===== config.mk =====
export PLATFORM = sky130hd
export DESIGN_NAME = target_hit_judge
export DESIGN_NICKNAME = d
export VERILOG_FILES = /design/src/rtl/reflex_pkg.sv /design/src/rtl/ms_tick_gen.sv /design/src/rtl/target_hit_judge.sv
export SDC_FILE = /design/constraint.sdc
export NUM_CORES = 1
export LEC_CHECK = 0
export CAP_MARGIN = 5
export CORE_MARGIN = 4
export CORE_UTILIZATION = 60
export CTS_BUF_LIST = sky130_fd_sc_hd__clkbuf_4
export CTS_CLUSTER_DIAMETER = 60
export CTS_CLUSTER_SIZE = 14
export DETAILED_ROUTE_END_ITERATION = 10
export PLACE_DENSITY_LB_ADDON = 0.25
export SLEW_MARGIN = 20
export SYNTH_ARGS = -nofsm -noshare
export SYNTH_HDL_FRONTEND = slang
export SYNTH_SLANG_ARGS = --single-unit
export TNS_END_PERCENT = 100

===== constraint.sdc =====
create_clock -name clk -period 6.1 [get_ports clk]
set_input_delay 0.915 -clock clk [delete_from_list [all_inputs] [get_ports clk]]
set_output_delay 0.915 -clock clk [all_outputs]
set_load 0.1 [all_outputs]

===== src/rtl/reflex_pkg.sv =====
// Shared types and screen geometry for the reflex-trainer datapath.
// Used by the target generator, hit judge and display logic.
package reflex_pkg;

    typedef enum logic [1:0] {
        IDLE,
        LOAD,
        ACTIVE,
        RESULT
    } state_t;

    localparam int SCREEN_W  = 640;
    localparam int SCREEN_H  = 480;
    localparam int BALL_SIZE = 40;
    localparam int HUD_H     = 40;

    // Inclusive span test done one bit wider so origin+size never wraps.
    function automatic logic in_span(input logic [9:0] pos,
                                     input logic [9:0] origin,
                                     input int         size);
        logic [10:0] p;
        logic [10:0] lo;
        logic [10:0] hi;
        p  = {1'b0, pos};
        lo = {1'b0, origin};
        hi = lo + 11'(size) - 11'd1;
        return (p >= lo) && (p <= hi);
    endfunction

endpackage


===== src/rtl/ms_tick_gen.sv =====
// Free-running prescaler that emits a one-cycle tick every DIV clocks.
// clr restarts the period so the first tick lands exactly DIV cycles later.
module ms_tick_gen #(
    parameter int DIV = 25_000
) (
    input  logic clk,
    input  logic rst,
    input  logic clr,
    output logic tick
);

    localparam int CW = (DIV > 1) ? $clog2(DIV) : 1;
    localparam logic [CW-1:0] LAST = CW'(DIV - 1);

    logic [CW-1:0] cnt;

    always_ff @(posedge clk) begin
        if (rst || clr) begin
            cnt <= '0;
        end else if (cnt == LAST) begin
            cnt <= '0;
        end else begin
            cnt <= cnt + CW'(1);
        end
    end

    assign tick = (cnt == LAST);

endmodule


===== src/rtl/target_hit_judge.sv =====
// Latches the target position, judges clicks against the target box and
// times the player's reaction in ms; requests a new target after each trial.
module target_hit_judge
    import reflex_pkg::*;
#(
    parameter int CLK_HZ     = 25_000_000,
    parameter int BALL_SIZE  = reflex_pkg::BALL_SIZE,
    parameter int TIMEOUT_MS = 2000,
    parameter int LOAD_CYC   = 2
) (
    input  logic        clk,
    input  logic        rst,
    input  logic        game_en,
    input  logic        start,
    input  logic        click,
    input  logic [9:0]  cur_x,
    input  logic [9:0]  cur_y,
    input  logic [9:0]  ball_x,
    input  logic [9:0]  ball_y,
    output logic        new_ball,
    output logic        hit_pulse,
    output logic        miss_pulse,
    output logic [7:0]  hit_cnt,
    output logic [7:0]  miss_cnt,
    output logic [15:0] react_ms,
    output logic        active
);

    localparam int MS_DIV = CLK_HZ / 1000;
    localparam int LCW    = (LOAD_CYC > 1) ? $clog2(LOAD_CYC) : 1;
    localparam logic [LCW-1:0] LOAD_LAST = LCW'(LOAD_CYC - 1);
    localparam logic [15:0]    MS_LAST   = 16'(TIMEOUT_MS - 1);

    state_t         state, state_nxt;
    logic [LCW-1:0] load_cnt, load_nxt;
    logic [9:0]     bx, bx_nxt;
    logic [9:0]     by, by_nxt;
    logic [15:0]    ms_cnt, ms_nxt;
    logic [7:0]     hit_nxt, miss_nxt;
    logic [15:0]    react_nxt;
    logic           hit_p_nxt, miss_p_nxt;
    logic           tick_clr;
    logic           ms_tick;
    logic           box_hit;

    ms_tick_gen #(
        .DIV (MS_DIV)
    ) u_ms_tick (
        .clk  (clk),
        .rst  (rst),
        .clr  (tick_clr),
        .tick (ms_tick)
    );

    assign box_hit = click && in_span(cur_x, bx, BALL_SIZE)
                           && in_span(cur_y, by, BALL_SIZE);

    // A hit is checked before the timeout so a click on the final tick still wins.
    always_comb begin
        state_nxt  = state;
        load_nxt   = load_cnt;
        bx_nxt     = bx;
        by_nxt     = by;
        ms_nxt     = ms_cnt;
        hit_nxt    = hit_cnt;
        miss_nxt   = miss_cnt;
        react_nxt  = react_ms;
        hit_p_nxt  = 1'b0;
        miss_p_nxt = 1'b0;
        tick_clr   = 1'b0;

        if (!game_en) begin
            state_nxt = IDLE;
        end else begin
            case (state)
                IDLE: begin
                    if (start) begin
                        hit_nxt   = '0;
                        miss_nxt  = '0;
                        react_nxt = '0;
                        load_nxt  = '0;
                        state_nxt = LOAD;
                    end
                end
                LOAD: begin
                    if (load_cnt == LOAD_LAST) begin
                        bx_nxt    = ball_x;
                        by_nxt    = ball_y;
                        ms_nxt    = '0;
                        tick_clr  = 1'b1;
                        state_nxt = ACTIVE;
                    end else begin
                        load_nxt = load_cnt + LCW'(1);
                    end
                end
                ACTIVE: begin
                    if (box_hit) begin
                        react_nxt = ms_cnt;
                        hit_nxt   = (hit_cnt == 8'hFF) ? hit_cnt : hit_cnt + 8'd1;
                        hit_p_nxt = 1'b1;
                        state_nxt = RESULT;
                    end else if (ms_tick) begin
                        if (ms_cnt == MS_LAST) begin
                            miss_nxt   = (miss_cnt == 8'hFF) ? miss_cnt : miss_cnt + 8'd1;
                            miss_p_nxt = 1'b1;
                            state_nxt  = RESULT;
                        end else if (ms_cnt != 16'hFFFF) begin
                            ms_nxt = ms_cnt + 16'd1;
                        end
                    end
                end
                RESULT: begin
                    load_nxt  = '0;
                    state_nxt = LOAD;
                end
                default: begin
                    state_nxt = IDLE;
                end
            endcase
        end
    end

    // Pulses and active are registered off the next state so they align with it.
    always_ff @(posedge clk) begin
        if (rst) begin
            state      <= IDLE;
            load_cnt   <= '0;
            bx         <= '0;
            by         <= '0;
            ms_cnt     <= '0;
            hit_cnt    <= '0;
            miss_cnt   <= '0;
            react_ms   <= '0;
            hit_pulse  <= 1'b0;
            miss_pulse <= 1'b0;
            new_ball   <= 1'b0;
            active     <= 1'b0;
        end else begin
            state      <= state_nxt;
            load_cnt   <= load_nxt;
            bx         <= bx_nxt;
            by         <= by_nxt;
            ms_cnt     <= ms_nxt;
            hit_cnt    <= hit_nxt;
            miss_cnt   <= miss_nxt;
            react_ms   <= react_nxt;
            hit_pulse  <= hit_p_nxt;
            miss_pulse <= miss_p_nxt;
            new_ball   <= (state_nxt == RESULT);
            active     <= (state_nxt == ACTIVE);
        end
    end

endmodule


# [Word-level counts from Yosys, hierarchy flattened]
# Cells that the tools add are included.
[totals] reg_bits=90 out_inout_bits=36 word_cells=100
[classes] n_addsub=9 magnitude_cmp=4 n_eq_ne=20 muxes=33 n_bitwise=3 reduce_logical=18
[op_table] op="two-way mux 16 bit" n=7
[op_table] op="one-hot mux 16 bit (2 select lines)" n=2
[op_table] op="two-way mux 8 bit" n=7
[op_table] op="one-hot mux 8 bit (2 select lines)" n=2
[op_table] op="adder 10 x 6 -> 11 bit, second input constant" n=2
[op_table] op="less-or-equal comparator 10 x 11 -> 1 bit" n=2
[op_table] op="subtractor 11 x 1 -> 11 bit, second input constant" n=2
[op_table] op=">= comparator 10 bit" n=2
[op_table] op="inequality test 2 bit, second input constant" n=10
[op_table] op="adder 16 x 1 -> 16 bit, second input constant" n=1
[op_table] op="adder 8 x 1 -> 8 bit, second input constant" n=2
[op_table] op="equality test 16 x 11 -> 1 bit, second input constant" n=1
[op_table] op="equality test 8 bit, second input constant" n=2
[op_table] op="inequality test 16 bit, second input constant" n=1
[op_table] op="adder 15 x 1 -> 15 bit, second input constant" n=1
[op_table] op="equality test 15 bit, second input constant" n=1
[op_table] op="AND reduction 7 bit" n=2
[op_table] op="two-way mux 2 bit" n=6
[op_table] op="equality test 2 bit, second input constant" n=4
[op_table] op="one-hot mux 2 bit (4 select lines)" n=1
[op_table] op="two-way mux 1 bit" n=7
[op_table] op="AND reduction 3 bit" n=2
[op_table] op="AND reduction 5 bit" n=1
[op_table] op="OR reduction 5 bit" n=1
[op_table] op="other kinds (12)" n=18

# [Depth between registers and ports, before layout]
# Gate-level depths: netlist (run 1).
[logic_depth] ltp_word=10 depth_mapped=17 mapped_depth_nobuf=15

# [Modules after synthesis]
# From an unflattened synthesis (run 1), not the netlist that was laid out.
[hier_totals] cells_unflattened=611 hier_area_um2=5167.5
[by_module_without_submodules] mod="target_hit_judge" n_inst=1 cells_per_inst=531 area_each_um2=4466.8 seq_area_each_um2=1501.4
[by_module_without_submodules] mod="ms_tick_gen" n_inst=1 cells_per_inst=80 area_each_um2=700.7 seq_area_each_um2=300.3

# [Worst setup path after synthesis (run 1)]
# OpenSTA, ideal clock, no wires.
[synth_path] kind="reg2reg" start="register by[0]" end="register react_ms[10]" setup_ns=0.072 arrival_ns=3.073 required_ns=6.028 path_slack_ns=2.955 path_stages_with_launch=16 n_path_buf=1 synth_period_minus_slack_ns=3.145 path_cell_list="dfxtp_1 -> inv_1 -> ha_1 -> nand2_1 -> a31oi_1 -> xnor2_1 -> ha_1 -> a21o_1 -> a21o_1 -> a221o_1 -> o311ai_1 -> nand4_1 -> o21a_1 -> nor2_2 -> buf_6 -> mux2i_1"
[synth_between] elab_chain_len=7 elab_cells_between_ends=8 classes_between="2 x add/sub; 2 x order compare; 1 x eq/ne; 3 x reduce/logical"
[synth_rtl] item="start: declaration" line="target_hit_judge.sv:37" rtl="logic [9:0] by, by_nxt;"
[synth_rtl] item="start signal: assignment" line="target_hit_judge.sv:142" rtl="by <= by_nxt;"
[synth_rtl] item="adder 10 x 6 -> 11 bit" line="reflex_pkg.sv:26" rtl="hi = lo + 11'(size) - 11'd1;"
[synth_rtl] item="subtractor 11 x 1 -> 11 bit" line="reflex_pkg.sv:26"
[synth_rtl] item="less-or-equal comparator 10 x 11 -> 1 bit" line="reflex_pkg.sv:27" rtl="return (p >= lo) && (p <= hi);"
[synth_rtl] item="logical AND 1 bit (*)" line="reflex_pkg.sv:27"
[synth_rtl] item="logical AND 1 bit (*)" line="target_hit_judge.sv:56" rtl="&& in_span(cur_y, by, BALL_SIZE);"
[synth_rtl] item="inequality test 2 bit (no line) (*)"
[synth_rtl] item="AND reduction 4 bit (no line) (*)"
[synth_rtl] item="end signal: assignment" line="target_hit_judge.sv:146" rtl="react_ms <= react_nxt;"
[synth_rtl] item="end: declaration" line="target_hit_judge.sv:25" rtl="output logic [15:0] react_ms,"
# Mark *: on every way between the ends. The rest lies on a longest branch, timed or not.
# A chain may end at the register's enable or synchronous reset.

# [Worst setup path in the final report (run 1)]
[layout_path] start="register by[0]" end="register react_ms[2]"
# Same word-level chain as after synthesis.

==> impl_results.md, run 1 <==
* Kind of critical path: reg2reg
* P_leak at 0.00210 uW
* Syn_nets at 719
* RSZ-0062 raised after global routing: false
* Worst r2r path cells at 14
* CTS H-tree lvls at 3
* Wire per inst at 14.7 microns
* Post-synth EDFFs at 0
* GR Util All Layers at 0.242
* Number of port buffers at 80
* Fmax at 221 MHz
* Final worst-path cycle share at 0.743
* Total area of sequential cells at 1800 sq um
* Vias in the first global route at 4646
* Largest area contributor in the netlist: dfxtp_1
* CTS sink cnt at 90
* Layout net count at 791
* First-pass GRT wire length at 20300 microns
* Placement Setup Slack at 1410 ps
* Total core area at 8300 sq um
* Pwr/cell area at 163 nW/um^2
* IO Count at 81
* Clk buf depth at 2
* N_diodes at 0
* Post-DP HPWL at 9230 microns
* Share of layout cells above drive strength 1 at 0.0426
* Num CTS Buffers at 9
* YS warnings at 0
* Final worst slack at 1570 ps
* DRT antenna net count at 0
* Crit-path max FO at 16
* Cts hold-fix bufs at 0
* Area of the multi-input gates at 3120 sq um
* Largest net degree at the start of global routing at 49
* Clk_lat worst skew at 430 ps
* R2R Path Start: by[0]$_SDFFE_PP0P_
* Rel. slew slack at 0.230
* Min Tclk post-route at 4530 ps
* Die H at 101 microns
* Root cell of the clock tree: clkbuf_4
* Syn avg cell area at 8.19 sq um
* Final wirelength at 11900 microns
* Area grow syn2layout at 19.0%
* Via count at 4663
* Register area share after synthesis at 0.350
* Reg-to-Reg End: react_ms[2]$_SDFFE_PP0P_
* CP required at 6450 ps
* DR DRC count at 0
* Sum Neg Setup Slack at 0 ps
* Internal reg-to-reg setup slack at 1570 ps
* Final-layout fill cell count at 675
* # rows at 33
* Clock-pin slew on the worst setup and hold paths at 140 ps
* Overflow after GRT at 0
* HP Class: reg2reg
* CTS-repair resized insts at 0
* Clock skew at 17.5 ps
* CP arrival at 4880 ps
* Setup Buffers After CTS at 0
* Vias/cell at 5.76
* Final setup viols at 0
* Fin. max-slew vios at 0
* Synth top area cells: dfxtp_1, ha_1, nand2_1, a21oi_1, xnor2_1
* Crit path launch: by[0]$_SDFFE_PP0P_
* Post-synthesis cell area at 5140 sq um
* Die width at 101 microns
* Startpoint type of the worst setup path: flip-flop
* Cell variety after synth at 50
* Peak supply drop at 0.000160 V
* DRT iter0 DRCs at 167
* Fin Hold WS at 479 ps
* Die area at 10100 sq um
* DRT Pass-1 Iters at 4
* Final hold viol count at 0
* Max-cap viol count at 0
* Initial antenna violation count at 0
* Crit end category: flip-flop
* Post-synth top flop: dfxtp_1
* CTS tree: done
* CP endpoint: react_ms[2]$_SDFFE_PP0P_
* Worst-margin pin slew at 1150 ps
* Initial Util at 0.620
* Count of state elements after synthesis at 90
* Asr flop ratio synth at 0
* Area share of the largest cell type after synthesis at 0.350
* Status: complete, no violations
* Routability-driven placement congestion ratio at 0.830
* Hold path start: u_ms_tick.cnt[0]$_SDFF_PP0_
* Synth Instances at 628
==> metrics by stage <==
stage / std cells / total power [uW] / area, sq um / utilization
2_1_floorplan: 628 / 669 / 5140 / -
3_3_place_gp: 794 / 713 / 6000 / 0.724
3_5_place_dp: 794 / 718 / 6000 / 0.724
4_1_cts: 810 / 1000 / 6120 / 0.738
5_1_grt: 810 / 1050 / 6120 / 0.738
6_report: 810 / 997 / 6120 / 0.738
==> registers in the layout (all words and copies together), names as in the netlist <==
register,cells
ms_cnt,16
react_ms,16
u_ms_tick.cnt,15
bx,10
by,10
hit_cnt,8
miss_cnt,8
state,2
active,1
hit_pulse,1
load_cnt,1
miss_pulse,1
new_ball,1
==> final cells by class <==
| cell class | count | share of cell area |
|---|---|---|
| clock buffers | 10 | 0.0123 |
| clock inverters | 6 | 0.00695 |
| inverters | 33 | 0.0202 |
| multi-input cells | 483 | 0.510 |
| flip-flops and latches | 90 | 0.294 |
| well taps | 105 | 0.0215 |
| repair buffers | 83 | 0.134 |
==> logic make-up after synthesis <==
logic type,after synthesis,share of synthesized area
mux,19,0.0370
compound gates,124,0.150
fa+ha+maj,46,0.112
buf+inv,55,0.0426
simple gates,259,0.249
flops,90,0.350
xor+xnor,35,0.0596
==> placed cells by master (no fill, tap or decap), types with 5 or more instances in the layout <==
| cell type | count |
|---|---|
| o31ai_1 | 7 |
| o21ai_0 | 19 |
| nor2_1 | 42 |
| nand2_1 | 94 |
| nand3_1 | 28 |
| and3_1 | 7 |
| o211ai_1 | 6 |
| clkbuf_4 | 10 |
| a21oi_1 | 55 |
| nand2b_1 | 25 |
| xnor2_1 | 27 |
| ha_1 | 46 |
| xor2_1 | 8 |
| clkdlybuf4s50_1 | 80 |
| inv_1 | 33 |
| nor3_1 | 8 |
| o21a_1 | 5 |
| nand4_1 | 11 |
| or4_1 | 7 |
| a21o_1 | 6 |
| dfxtp_1 | 90 |
| a211oi_1 | 6 |
| or3_1 | 17 |
| mux2i_1 | 19 |
==> Yosys cell counts, types with 4 or more instances <==
library cell / n
clkbuf_1: 16
a211oi_1: 6
a21oi_1: 55
xor2_1: 8
nand2_1: 94
o21ai_0: 19
nor2_1: 42
o211ai_1: 6
o21a_1: 5
dfxtp_1: 90
or4_1: 7
or3_1: 17
ha_1: 46
o31ai_1: 7
inv_1: 33
nand3_1: 28
mux2i_1: 19
xnor2_1: 27
or2_2: 4
a21o_1: 6
and3_1: 7
nand4_1: 11
buf_2: 4
nor3_1: 8
nand2b_1: 25
==> where the power goes <==
group / internal (uW) / switching [uW] / total [uW]
Combinational: 55.8 / 54.4 / 110
Sequential: 591 / 4.20 / 596
Clock: 88.3 / 203 / 292
Total: 735 / 262 / 997
==> worst min-delay path by stage <==
stage / slack [ps] / cells after the start / end
after floorplan: 430 / 1 / u_ms_tick.cnt[0]$_SDFF_PP0_
after global placement: 440 / 1 / u_ms_tick.cnt[0]$_SDFF_PP0_
after detailed placement: 450 / 1 / u_ms_tick.cnt[0]$_SDFF_PP0_
after CTS: 480 / 2 / bx[1]$_SDFFE_PP0P_
after global routing: 510 / 2 / bx[1]$_SDFFE_PP0P_
final: 480 / 1 / u_ms_tick.cnt[0]$_SDFF_PP0_
==> critical path, stage by stage, from the launching register on <==
cell	delay [ps]
dfxtp_1	370
inv_1	90
ha_1	190
nand2_1	90
a31oi_1	350
xnor2_1	200
ha_1	290
a21o_1	160
a21o_1	160
a221o_1	330
o311ai_1	110
nand4_1	620
o21a_1	420
nor2_2	780
mux2i_1	290
==> layer usage <==
layer,part of all wire,track usage,up-vias,wire length [microns]
li1,-,-,2350,-
met1,0.43,0.292,2193,5120
met2,0.51,0.430,104,6090
met3,0.045,0.0374,16,542
met4,0.015,0.0912,0,181
met5,0,0,-,0
Note: power is estimated with default switching activity, not from simulation.
==> run 2: changes to the inputs <==
Settings changed: CORE_UTILIZATION 60 to 56.
Clock period 6.1 ns to 4.4 ns, I/O delays scaled along.
==> impl_results.md, run 2 (synthesis gave the netlist of run 1 again) <==
* Switching power at 343 uW
* Share of layout cells above drive strength 1 at 0.0480
* CP required at 4760 ps
* Clk buf depth at 2
* Peak supply drop at 0.000208 V
* Fin Hold WS at 476 ps
* Clk pwr share at 0.335
* Routability-driven placement congestion ratio at 0.878
* Total Power at 1470 uW
* N_diodes at 0
* DR DRC count at 0
* Die area at 10800 sq um
* DRT iter0 DRCs at 214
* Placement Setup Slack at 831 ps
* Worst stage delay on the critical path at 470 ps
* RSZ-0062 raised after global routing: false
* Slowest CP cell: or4_1
* Internal Pwr Total at 1130 uW
* Reg-to-Reg End: miss_cnt[5]$_SDFFE_PP0P_
* Crit-path max FO at 14
* Vias in the first global route at 4564
* Status: complete, no violations
* CP arrival at 4040 ps
* Clock skew at 16.8 ps
* Worst-margin pin slew at 990 ps
* Worst r2r path cells at 17
* Sequential power share at 0.560
* CTS H-tree lvls at 3
* Layout net count at 795
* Initial antenna violation count at 0
* CP cell instances: inv_1 > ha_1 > nand2_1 > a31oi_1 > nor3_1 > xnor2_1 > ha_1 > nand4_1 > o21ai_0 > a221o_1 > o311ai_1 > nand4_1 > buf_4 > a21oi_1 > buf_4 > or4_1 > a21oi_1
* Buffers and inverters on the worst path at 3
* Final setup viols at 0
* CTS tree: done
* Vias/cell at 5.75
* Cts hold-fix bufs at 0
* Area grow syn2layout at 20.5%
* Wire per inst at 14.8 microns
* IO Count at 81
* Root cell of the clock tree: clkbuf_4
* Combinational Power Share at 0.105
* Clock-pin slew on the worst setup and hold paths at 130 ps
* Hold EP: u_ms_tick.cnt[0]$_SDFF_PP0_
* Final-layout fill cell count at 738
* DRT Pass-1 Iters at 5
* Hold path start: u_ms_tick.cnt[0]$_SDFF_PP0_
* Most frequent cells in the layout: nand2_1, dfxtp_1, clkdlybuf4s50_1
* Final worst slack at 714 ps
* Final worst-path cycle share at 0.838
* Via count at 4700
* CTS sink cnt at 90
* Min Tclk post-route at 3690 ps
* Crit end category: flip-flop
* GR Util All Layers at 0.228
* Post-DP HPWL at 9240 microns
* Kind of critical path: reg2reg
* Largest net degree at the start of global routing at 30
* Die width at 104 microns
* Clk_lat worst skew at 420 ps
* Sum Neg Setup Slack at 0 ps
* Number of port buffers at 80
* Hold depth at 1
* Commonest non-fill, non-tap cell in the layout: nand2_1
* Setup Buffers After CTS at 0
* Final hold viol count at 0
* Rel. slew slack at 0.338
* Top Registers: ms_cnt: 16 flops, react_ms: 16 flops, u_ms_tick.cnt: 15 flops
* R2R Path Start: by[0]$_SDFFE_PP0P_
* Internal reg-to-reg setup slack at 710 ps
* Pwr/cell area at 238 nW/um^2
* Top delay family on crit path: compound AO/OA/AOI/OAI gates
* Num CTS Buffers at 9
* P_leak at 0.00215 uW
* DRT antenna net count at 0
* CTS-repair resized insts at 0
* Fmax at 271 MHz
* Area of the multi-input gates at 3130 sq um
* # rows at 34
* Total core area at 8850 sq um
* Fin. max-slew vios at 0
* Sw Share at 0.233
* Initial Util at 0.581
* Die H at 104 microns
* Total area of sequential cells at 1800 sq um
* First-pass GRT wire length at 21000 microns
* Startpoint type of the worst setup path: flip-flop
* HP Class: reg2reg
* Final wirelength at 12100 microns
* Overflow after GRT at 0
* Max-cap viol count at 0
## run 2: cell types whose count changed in the layout (fill, tap and decap cells not counted)
cell	before	now
bufinv_16	0	2
nor2_2	1	2
buf_4	3	7
inv_6	1	0
clkinv_4	0	1
clkinv_1	1	2
clkinv_2	0	1
clkinvlp_4	4	0
nor2_1	42	41
## run 2: per-stage QoR
stage | std cells | area [sq um] | util
after detailed placement | 801 | 6040 | 0.683
after global routing | 817 | 6200 | 0.700
after CTS | 817 | 6200 | 0.700
after floorplan | 628 | 5140 | -
after global placement | 801 | 6040 | 0.682
final | 817 | 6200 | 0.700
## run 2: worst max path at each step
stage                                  start                         to  depth (start not counted)
after floorplan           by[0]$_SDFFE_PP0P_  react_ms[10]$_SDFFE_PP0P_                         15
after global placement              cur_y[7]   miss_cnt[5]$_SDFFE_PP0P_                         10
after detailed placement            cur_y[6]   miss_cnt[3]$_SDFFE_PP0P_                         12
after CTS                 bx[0]$_SDFFE_PP0P_     ms_cnt[1]$_SDFFE_PP0P_                         16
after global routing      bx[0]$_SDFFE_PP0P_   miss_cnt[5]$_SDFFE_PP0P_                         16
final                     by[0]$_SDFFE_PP0P_   miss_cnt[5]$_SDFFE_PP0P_                         17
## run 2: power groups by stage
stage | Clock [uW] | Combinational, uW | Sequential (uW)
6_report | 494 | 154 | 826
5_1_grt | 540 | 170 | 827
4_1_cts | 507 | 154 | 826
3_5_place_dp | 0 | 153 | 844
3_3_place_gp | 0 | 149 | 843
2_1_floorplan | 0 | 80.9 | 847
## run 2: final cells by class
class                      instances  share of cell area
multi-input combinational        483               0.505
inverter                          33              0.0200
timing repair buffer              87               0.138
sequential                        90               0.291
clock inverter                     6              0.0131
clock buffer                      10              0.0121
tap                              108              0.0218
## run 2: metal layers
| metal | vias up | track usage | share of wire |
|---|---|---|---|
| li1 | 2361 | - | - |
| met1 | 2186 | 0.284 | 0.44 |
| met2 | 136 | 0.391 | 0.49 |
| met3 | 17 | 0.0546 | 0.053 |
| met4 | 0 | 0.0646 | 0.014 |
| met5 | - | 0 | 0 |
